$ cat config.mk
export PLATFORM = sky130hd
export DESIGN_NAME = ps2_car_keys
export DESIGN_NICKNAME = d
export VERILOG_FILES = /design/src/rtl/ps2_car_keys_pkg.sv /design/src/rtl/ps2_car_keys_rx.sv /design/src/rtl/ps2_car_keys.sv
export SDC_FILE = /design/constraint.sdc
export NUM_CORES = 1
export LEC_CHECK = 0
export BUFFER_PORTS_ARGS = -buffer_cell sky130_fd_sc_hd__buf_4
export CORE_MARGIN = 2
export CORE_UTILIZATION = 64
export DETAILED_ROUTE_END_ITERATION = 7
export PLACE_DENSITY = 0.82
export RECOVER_POWER = 50
export SLEW_MARGIN = 25
export SYNTH_ARGS = -nofsm -noshare
export SYNTH_HDL_FRONTEND = slang
export SYNTH_SLANG_ARGS = --single-unit
$ cat constraint.sdc
create_clock -name clk -period 3.1 [get_ports clk]
set_clock_uncertainty 0.2 [all_clocks]
set_input_delay 0.775 -clock clk [delete_from_list [all_inputs] [get_ports clk]]
set_output_delay 0.775 -clock clk [all_outputs]
set_load 0.05 [all_outputs]
$ cat src/rtl/ps2_car_keys_pkg.sv
// Scancode constants, receiver state encoding and parity helper shared by
// the PS/2 receiver and the car-key decoder.
package ps2_car_keys_pkg;

  localparam logic [7:0] SC_EXT   = 8'hE0;
  localparam logic [7:0] SC_BREAK = 8'hF0;
  localparam logic [7:0] SC_LEFT  = 8'h6B;
  localparam logic [7:0] SC_RIGHT = 8'h74;
  localparam logic [7:0] SC_PAUSE = 8'h4D;

  typedef enum logic [1:0] {
    ST_IDLE   = 2'd0,
    ST_DATA   = 2'd1,
    ST_PARITY = 2'd2,
    ST_STOP   = 2'd3
  } rx_state_e;

  // PS/2 uses odd parity over the eight data bits plus the parity bit.
  function automatic logic odd_parity_ok(input logic [7:0] data, input logic par);
    return ^{data, par};
  endfunction

endpackage

$ cat src/rtl/ps2_car_keys_rx.sv
// PS/2 frame receiver: synchronizers, clock glitch filter, falling-edge
// detect, start/data/parity/stop FSM and mid-frame timeout.
module ps2_rx
  import ps2_car_keys_pkg::*;
#(
  parameter int FILTER_LEN     = 8,
  parameter int TIMEOUT_CYCLES = 100000
) (
  input  logic       clk,
  input  logic       reset,
  input  logic       ps2_clk,
  input  logic       ps2_data,
  output logic       rx_valid,
  output logic [7:0] rx_byte,
  output logic       rx_err
);

  localparam int FW = $clog2(FILTER_LEN + 1);
  localparam int TW = $clog2(TIMEOUT_CYCLES + 1);
  localparam logic [FW-1:0] FILT_MAX = FW'(FILTER_LEN - 1);
  localparam logic [TW-1:0] TO_MAX   = TW'(TIMEOUT_CYCLES - 1);

  logic [2:0]    clk_sync_r;
  logic [2:0]    data_sync_r;
  logic [FW-1:0] filt_cnt_r;
  logic          filt_r;
  logic          filt_prev_r;
  rx_state_e     state_r;
  logic [2:0]    bit_cnt_r;
  logic [7:0]    shift_r;
  logic          parity_r;
  logic [TW-1:0] to_cnt_r;
  logic          fall_s;
  logic          data_s;
  logic          timeout_s;
  logic          stop_ok_s;

  // Synchronize both lines; the clock level only flips after FILTER_LEN agreeing samples
  always_ff @(posedge clk) begin
    if (reset) begin
      clk_sync_r  <= 3'b111;
      data_sync_r <= 3'b111;
      filt_cnt_r  <= {FW{1'b0}};
      filt_r      <= 1'b1;
      filt_prev_r <= 1'b1;
    end else begin
      clk_sync_r  <= {clk_sync_r[1:0], ps2_clk};
      data_sync_r <= {data_sync_r[1:0], ps2_data};
      filt_prev_r <= filt_r;
      if (clk_sync_r[2] == filt_r) begin
        filt_cnt_r <= {FW{1'b0}};
      end else if (filt_cnt_r == FILT_MAX) begin
        filt_r     <= clk_sync_r[2];
        filt_cnt_r <= {FW{1'b0}};
      end else begin
        filt_cnt_r <= filt_cnt_r + FW'(1);
      end
    end
  end

  // Edge, timeout and stop-bit decisions feeding the FSM and the decoder
  always_comb begin
    data_s    = data_sync_r[2];
    fall_s    = filt_prev_r & ~filt_r;
    timeout_s = (state_r != ST_IDLE) && !fall_s && (to_cnt_r == TO_MAX);
    stop_ok_s = data_s && odd_parity_ok(shift_r, parity_r);
    rx_valid  = (state_r == ST_STOP) && fall_s && stop_ok_s;
    rx_err    = ((state_r == ST_STOP) && fall_s && !stop_ok_s) || timeout_s;
  end

  assign rx_byte = shift_r;

  // Frame FSM; the idle timer runs only mid-frame and restarts on every edge
  always_ff @(posedge clk) begin
    if (reset) begin
      state_r   <= ST_IDLE;
      bit_cnt_r <= 3'd0;
      shift_r   <= 8'h00;
      parity_r  <= 1'b0;
      to_cnt_r  <= {TW{1'b0}};
    end else if ((state_r != ST_IDLE) && !fall_s) begin
      if (timeout_s) begin
        state_r  <= ST_IDLE;
        to_cnt_r <= {TW{1'b0}};
      end else begin
        to_cnt_r <= to_cnt_r + TW'(1);
      end
    end else begin
      to_cnt_r <= {TW{1'b0}};
      case (state_r)
        ST_IDLE: begin
          if (fall_s && !data_s) begin
            state_r   <= ST_DATA;
            bit_cnt_r <= 3'd0;
          end
        end
        ST_DATA: begin
          shift_r <= {data_s, shift_r[7:1]};
          if (bit_cnt_r == 3'd7) begin
            state_r <= ST_PARITY;
          end else begin
            bit_cnt_r <= bit_cnt_r + 3'd1;
          end
        end
        ST_PARITY: begin
          parity_r <= data_s;
          state_r  <= ST_STOP;
        end
        ST_STOP: begin
          state_r <= ST_IDLE;
        end
        default: begin
          state_r <= ST_IDLE;
        end
      endcase
    end
  end

endmodule

$ cat src/rtl/ps2_car_keys.sv
// PS/2 keyboard front end for the car stage: decodes E0/F0 prefixes into held
// arrow-key levels and a debounced pause toggle.
module ps2_car_keys
  import ps2_car_keys_pkg::*;
#(
  parameter int FILTER_LEN     = 8,
  parameter int TIMEOUT_CYCLES = 100000
) (
  input  logic       clk,
  input  logic       reset,
  input  logic       ps2_clk,
  input  logic       ps2_data,
  output logic       left_key,
  output logic       right_key,
  output logic       pause,
  output logic       scan_valid,
  output logic [7:0] scan_code,
  output logic       frame_err
);

  logic       rx_valid_s;
  logic [7:0] rx_byte_s;
  logic       rx_err_s;
  logic       ext_r;
  logic       brk_r;
  logic       p_held_r;

  ps2_rx #(
    .FILTER_LEN    (FILTER_LEN),
    .TIMEOUT_CYCLES(TIMEOUT_CYCLES)
  ) u_rx (
    .clk     (clk),
    .reset   (reset),
    .ps2_clk (ps2_clk),
    .ps2_data(ps2_data),
    .rx_valid(rx_valid_s),
    .rx_byte (rx_byte_s),
    .rx_err  (rx_err_s)
  );

  // Prefix tracking and key-state decode; errors drop pending prefixes but keep key levels
  always_ff @(posedge clk) begin
    if (reset) begin
      left_key   <= 1'b0;
      right_key  <= 1'b0;
      pause      <= 1'b0;
      scan_valid <= 1'b0;
      scan_code  <= 8'h00;
      frame_err  <= 1'b0;
      ext_r      <= 1'b0;
      brk_r      <= 1'b0;
      p_held_r   <= 1'b0;
    end else begin
      scan_valid <= rx_valid_s;
      frame_err  <= rx_err_s;
      if (rx_err_s) begin
        ext_r <= 1'b0;
        brk_r <= 1'b0;
      end else if (rx_valid_s) begin
        scan_code <= rx_byte_s;
        case (rx_byte_s)
          SC_EXT:   ext_r <= 1'b1;
          SC_BREAK: brk_r <= 1'b1;
          default: begin
            if (ext_r && (rx_byte_s == SC_LEFT)) begin
              left_key <= !brk_r;
            end else if (ext_r && (rx_byte_s == SC_RIGHT)) begin
              right_key <= !brk_r;
            end else if (!ext_r && (rx_byte_s == SC_PAUSE)) begin
              if (brk_r) begin
                p_held_r <= 1'b0;
              end else begin
                if (!p_held_r) begin
                  pause <= ~pause;
                end
                p_held_r <= 1'b1;
              end
            end
            ext_r <= 1'b0;
            brk_r <= 1'b0;
          end
        endcase
      end
    end
  end

endmodule

---- Word level (Yosys, flattened, before mapping) ----
Index checks and enable logic that the tools add are counted.
word-level totals
  bits in latches ......................... 0
  output and inout port bits .............. 13
  memories kept ........................... 0
  memory bits (read-only) ................. 0
  register bits ........................... 59
  memory bits (writable) .................. 0
  word-level logic and storage cells ...... 99
  input port bits ......................... 4
operators by class
  order comparisons ....................... 0
  reductions and logical operators ........ 36
  multiply operators ...................... 0
  muxes and demuxes ....................... 11
  shift-type cells ........................ 0
  add/subtract/negate cells ............... 3
  bitwise logic cells ..................... 13
  div/mod/pow operators ................... 0
  eq/ne operators ......................... 17
operators with widths
  kind                     number
  $eq A8 B7 Y1 const B     3
  $add A17 B1 Y17 const B  1
  $eq A17 B17 Y1 const B   1
  $eq A8 B8 Y1 const B     2
  $not A1 Y1               12
  $reduce_and A2 Y1        6
  $logic_and A1 B1 Y1      10
  $reduce_xor A9 Y1        1
  $mux W2                  4
  $pmux W2 S4              1
  $reduce_and A4 Y1        2
  $reduce_and A8 Y1        1
  $mux W3                  2
  $ne A3 B1 Y1 const B     2
  $pmux W3 S2              1
  $reduce_and A6 Y1        1
  $reduce_or A3 Y1         2
  $logic_not A1 Y1         5
  $reduce_and A5 Y1        1
  $add A4 B1 Y4 const B    1
  $eq A2 B2 Y1 const B     2
  $eq A4 B3 Y1 const B     1
  $ne A2 B1 Y1 const B     2
  $pmux W1 S2              2
  other kinds (12)         14

---- Logic depth before layout (Yosys ltp) ----
  depth in word-level cells ............... 8
  depth in mapped cells ................... 8
  depth with buffers taken out ............ 6

---- Modules after synthesis ----
Synthesis repeated with hierarchy kept, for this count alone.
unflattened totals
  cells, all modules ...................... 288
  area total of the unflattened synthesis .. 2695.1 sq um
modules (own cells, without submodules)
  module        sequential area each (sq um)  cells each  times used  area an instance (sq um)
  ps2_rx        860.8                         210         1           2018.2
  ps2_car_keys  320.3                         78          1           676.9

---- Worst setup path before layout ----
OpenSTA, ideal clock, no wires.
  kind .................................... register to register
  start ................................... reg u_rx.shift_r[5], in the netlist u_rx.rx_byte[5]
  end ..................................... reg left_key
  arrival time ............................ 1.725 ns
  library setup time ...................... 0.070 ns
  setup slack ............................. 1.105 ns
  data required time ...................... 2.830 ns
  clock period less this slack ............ 1.995 ns
  cell stages (with the launch flop) ...... 8
  buffers on the path ..................... 2
  cell sequence ........................... dfxtp_1 > clkbuf_2 > xor2_1 > xnor3_2 > xor2_2 > buf_6 > nand4_1 > a21oi_1
between the ends
  cells in the longest elaborated chain, start to end .. 7
  elaborated cells between the ends (all ways) .. 14
  those cells by class .................... 3 x eq/ne; 2 x bitwise; 9 x reduce/logical
RTL lines
  what                                    RTL line                RTL
  start, declared                         ps2_car_keys_rx.sv:30   logic [7:0] shift_r;
  start signal, assigned                  ps2_car_keys_rx.sv:98   shift_r <= {data_s, shift_r[7:1]};
  $reduce_xor A9 Y1                       ps2_car_keys_pkg.sv:20  return ^{data, par};
  $logic_and A1 B1 Y1                     ps2_car_keys_rx.sv:66   stop_ok_s = data_s && odd_parity_ok(shift_r, parity_r);
  $logic_not A1 Y1                        ps2_car_keys_rx.sv:68   rx_err = ((state_r == ST_STOP) && fall_s && !stop_ok_s) || timeout_s;
  $logic_and A1 B1 Y1                     ps2_car_keys_rx.sv:68
  $logic_or A1 B1 Y1                      ps2_car_keys_rx.sv:68
  $not A1 Y1 (no source line)             n/a
  $reduce_and A4 Y1 (no source line) (*)  n/a
  end signal, assigned                    ps2_car_keys.sv:66      left_key <= !brk_r;
  end, declared                           ps2_car_keys.sv:13      output logic left_key,
Mark *: on every way between the ends. The rest lies on a longest branch, timed or not.
A chain may end at the register's enable or synchronous reset.

---- Worst setup path in the final report ----
  start ................................... reg u_rx.shift_r[2], in the netlist u_rx.rx_byte[2]
  end ..................................... reg p_held_r
between the ends
  cells in the longest elaborated chain, start to end .. 7
  elaborated cells between the ends (all ways) .. 20
  those cells by class .................... 5 x eq/ne; 4 x bitwise; 11 x reduce/logical
RTL lines
  what                                    RTL line                RTL
  $reduce_xor A9 Y1                       ps2_car_keys_pkg.sv:20
  $logic_and A1 B1 Y1                     ps2_car_keys_rx.sv:66
  $logic_not A1 Y1                        ps2_car_keys_rx.sv:68
  $logic_and A1 B1 Y1                     ps2_car_keys_rx.sv:68
  $logic_or A1 B1 Y1                      ps2_car_keys_rx.sv:68
  $not A1 Y1 (no source line)             n/a
  $reduce_and A6 Y1 (no source line) (*)  n/a
  end signal, assigned                    ps2_car_keys.sv:52      p_held_r <= 1'b0;
  end signal, assigned                    ps2_car_keys.sv:71      p_held_r <= 1'b0;
  end signal, assigned                    ps2_car_keys.sv:76      p_held_r <= 1'b1;
  end, declared                           ps2_car_keys.sv:26      logic p_held_r;
Marks and branches as above.

==> results by group <==
Clock network
  • CTS clk-pin slew, worst paths: 0.07 ns
  • Post-CTS setup buffer count: 0
  • TritonCTS Sinks: 59
  • Hold Buf Count CTS: 0
  • Clock buffer depth: 2
  • H-Tree Depth: 3
  • Clock latency on the worst-skew pair: about 0.33 ns
  • CTS buffer count: 9
  • Root buf cell: clkbuf_8
  • CTS resizes: 0
  • CTS tree: done

STA
  • Final worst path period need: 2.46 ns
  • Hold WS: around 0.21 ns
  • Post-route setup TNS: 0 ns
  • RSZ-0062 raised after global routing: no
  • Rel. slew slack: between 50% and 60%
  • Hold Vio Cnt, Final: 0
  • Fin. max-slew vios: 0
  • Maximum clock frequency: about 410 MHz
  • Final number of setup-violating endpoints: 0
  • Slew @ Worst Pin: 0.607 ns
  • Fin crit share: 79.2%

Final layout
  • P&R area growth vs syn: 11.7%
  • Final Instance Area: 0.00293 mm2
  • Layout cells sized above 1: about 11%
  • Final Net Count: 314
  • Final Non-Filler Cells: 355
  • Fill cells: 304
  • Diode count: 0

Logic synthesis
  • Syn Nets: about 300
  • EDFF count, synth: 0
  • Top-area cell type share of the netlist area: a little under half
  • Primary FF master, synth: dfxtp_1
  • Synth Warn #: 0
  • Register bit total from synthesis: 59
  • Mapped Area: approximately 0.0026 mm2
  • Synth area leader: dfxtp_1
  • Most frequent cell after synthesis: dfxtp_1
  • Cells after synthesis: 286
  • Area contributors post-synth: dfxtp_1, nor2_1, xor2_1
  • Unique masters post-synth: 45
  • Ys async rst share: 0%
  • Sequential area share after synthesis: 45.1%
  • Syn Area/Cell: 9.17 um2
  • Synth top cells by count: dfxtp_1, nor2_1, nand3_1, a21oi_1, nand2_1

Placement
  • PortBufs: 16
  • Dpl hpwl: 3390 um
  • DP Cell Count: 340
  • Cell Area, Placed: 0.00275 mm2
  • Gpl congestion: 0.861

Critical path
  • Crit path kind: reg -> reg
  • Crit path arrival time: 2.51 ns
  • Slowest cell on crit path: xor2_2
  • CP Capture Type: flip-flop
  • Worst setup path startpoint: u_rx.rx_byte[2]
  • R2R depth: 5
  • Worst path required time: 3.15 ns
  • CP Launch Type: flip-flop
  • Worst path cell trace: xnor2_1 -> xnor3_2 -> xor2_2 -> a31oi_1 -> a311oi_2
  • Crit-path max cell delay: 0.55 ns
  • R2r startpoint: u_rx.rx_byte[2]
  • Largest fanout on the critical path: 14

GRT
  • Maximum number of pins on one net before global-route repair: between 40 and 50
  • Global-route wire length before repair: just over 8000 um
  • GR Overflow Total: 0
  • Global Route Usage Sum: 24.2%
  • Initial antenna violation count: 0
  • Vias in the first global route: 1869

Routing
  • Routed len/inst: 14.2 um
  • Detailed-route via count: about 2000
  • Final WL: 5050 um
  • DRT iter0 DRCs: 145
  • TritonRoute pass-1 iters: 4
  • Mean number of vias per cell: 5.75
  • DRC viols: 0
  • DRT antenna net count: 0

Power and ir drop
  • Leak: 1.08 nW
  • Peak supply drop: 0.432 mV
  • Total power: 0.00166 W
  • P per Cell Area: 567 mW/mm2

Job
  • MaxCap Viol Count: 0

Die
  • Row count: 23
  • Chip height: roughly 70 um
  • Die X: 68.0 um
  • I/O pin cnt: 17
  • Die Area: roughly 0.0046 mm2
  • Core footprint: 0.00397 mm2
  • Initial cell density of the core: 66.0%

Hold path
  • Hold Path Stages: 1
  • Min-delay src: u_rx.clk_sync_r[1]
  • Min-Delay Path Class: reg -> reg

Outcome
  • Outcome: finished, final reports clean
[layout by cell type (no fill, tap or decap), drive strengths merged, types with 2 or more instances in the layout]
master / n
dfxtp: 59
nor2: 39
nand3: 22
clkbuf: 22
a21oi: 17
nand2: 16
xor2: 15
xnor2: 10
o21ai: 9
mux2i: 9
ha: 9
or2: 9
inv: 7
nor3: 7
nand4: 6
nor4b: 4
and3: 4
nand2b: 4
nand3b: 4
buf: 4
nor2b: 3
a31oi: 3
bufinv: 3
clkinv: 3
nor4: 2
[cell type report]
cell class	count	area, um2	area share, %
multi-input combinational	207	1350	46.1
sequential	59	1180	40.3
clock buffer	9	124	4.23
clock inverter	6	105	3.59
timing repair buffer	17	78.8	2.69
tap	50	62.6	2.14
inverter	7	26.3	0.897
[critical path: cells and delay by family (launching register included)]
kind            cells  cell delay, ns
flops               1            0.50
compound gates      2            0.43
xor+xnor            3            1.24
[per-stage QoR]
| stage | setup slack [ns] | utilization, % |
|---|---|---|
| 5_1_grt | 0.512 | 73.7 |
| 2_1_floorplan | 1.11 | - |
| 4_1_cts | 0.665 | 75.0 |
| 3_5_place_dp | 0.695 | 69.3 |
| 6_report | 0.644 | 73.7 |
| 3_3_place_gp | 0.774 | 69.3 |
[flip-flops by register name (all words and copies together), names as in the netlist, 2 cells and up]
name              cells
u_rx.state_r          2
u_rx.clk_sync_r       3
u_rx.to_cnt_r        17
scan_code             8
u_rx.bit_cnt_r        3
u_rx.filt_cnt_r       4
u_rx.data_sync_r      3
u_rx.rx_byte          8
[per-layer routing]
layer	vias to the layer above	wire length, um	GRT usage, %	part of all wire [%]
met5	-	0	0	0
met4	0	115	15.5	2.3
met3	14	179	6.91	3.5
met2	41	2470	38.2	49
met1	967	2290	28.7	45
li1	1021	-	-	-
[cell families (layout without fill, tap and decap cells)]
group	count (synthesis)	after routing	synth area share (%)
simple gates	124	124	24.0
flops	59	59	45.1
compound gates	39	39	9.36
xor+xnor	26	26	10.5
buf+inv	20	39	3.34
fa+ha+maj	9	9	4.30
mux	9	9	3.44
[report_power, final]
group,internal [W],total [W],switching [W]
Combinational,0.0000267,0.0000723,0.0000457
Clock,0.000525,0.000815,0.000290
Sequential,0.000765,0.000773,0.00000777
[worst paths after layout]
check | slack, ns | to
setup / recovery | 0.64 | p_held_r
hold / removal | 0.21 | u_rx.clk_sync_r[2]
setup reg to reg | 0.64 | p_held_r
hold reg to reg | 0.21 | u_rx.clk_sync_r[2]
Note: power is estimated with default switching activity, not from simulation.
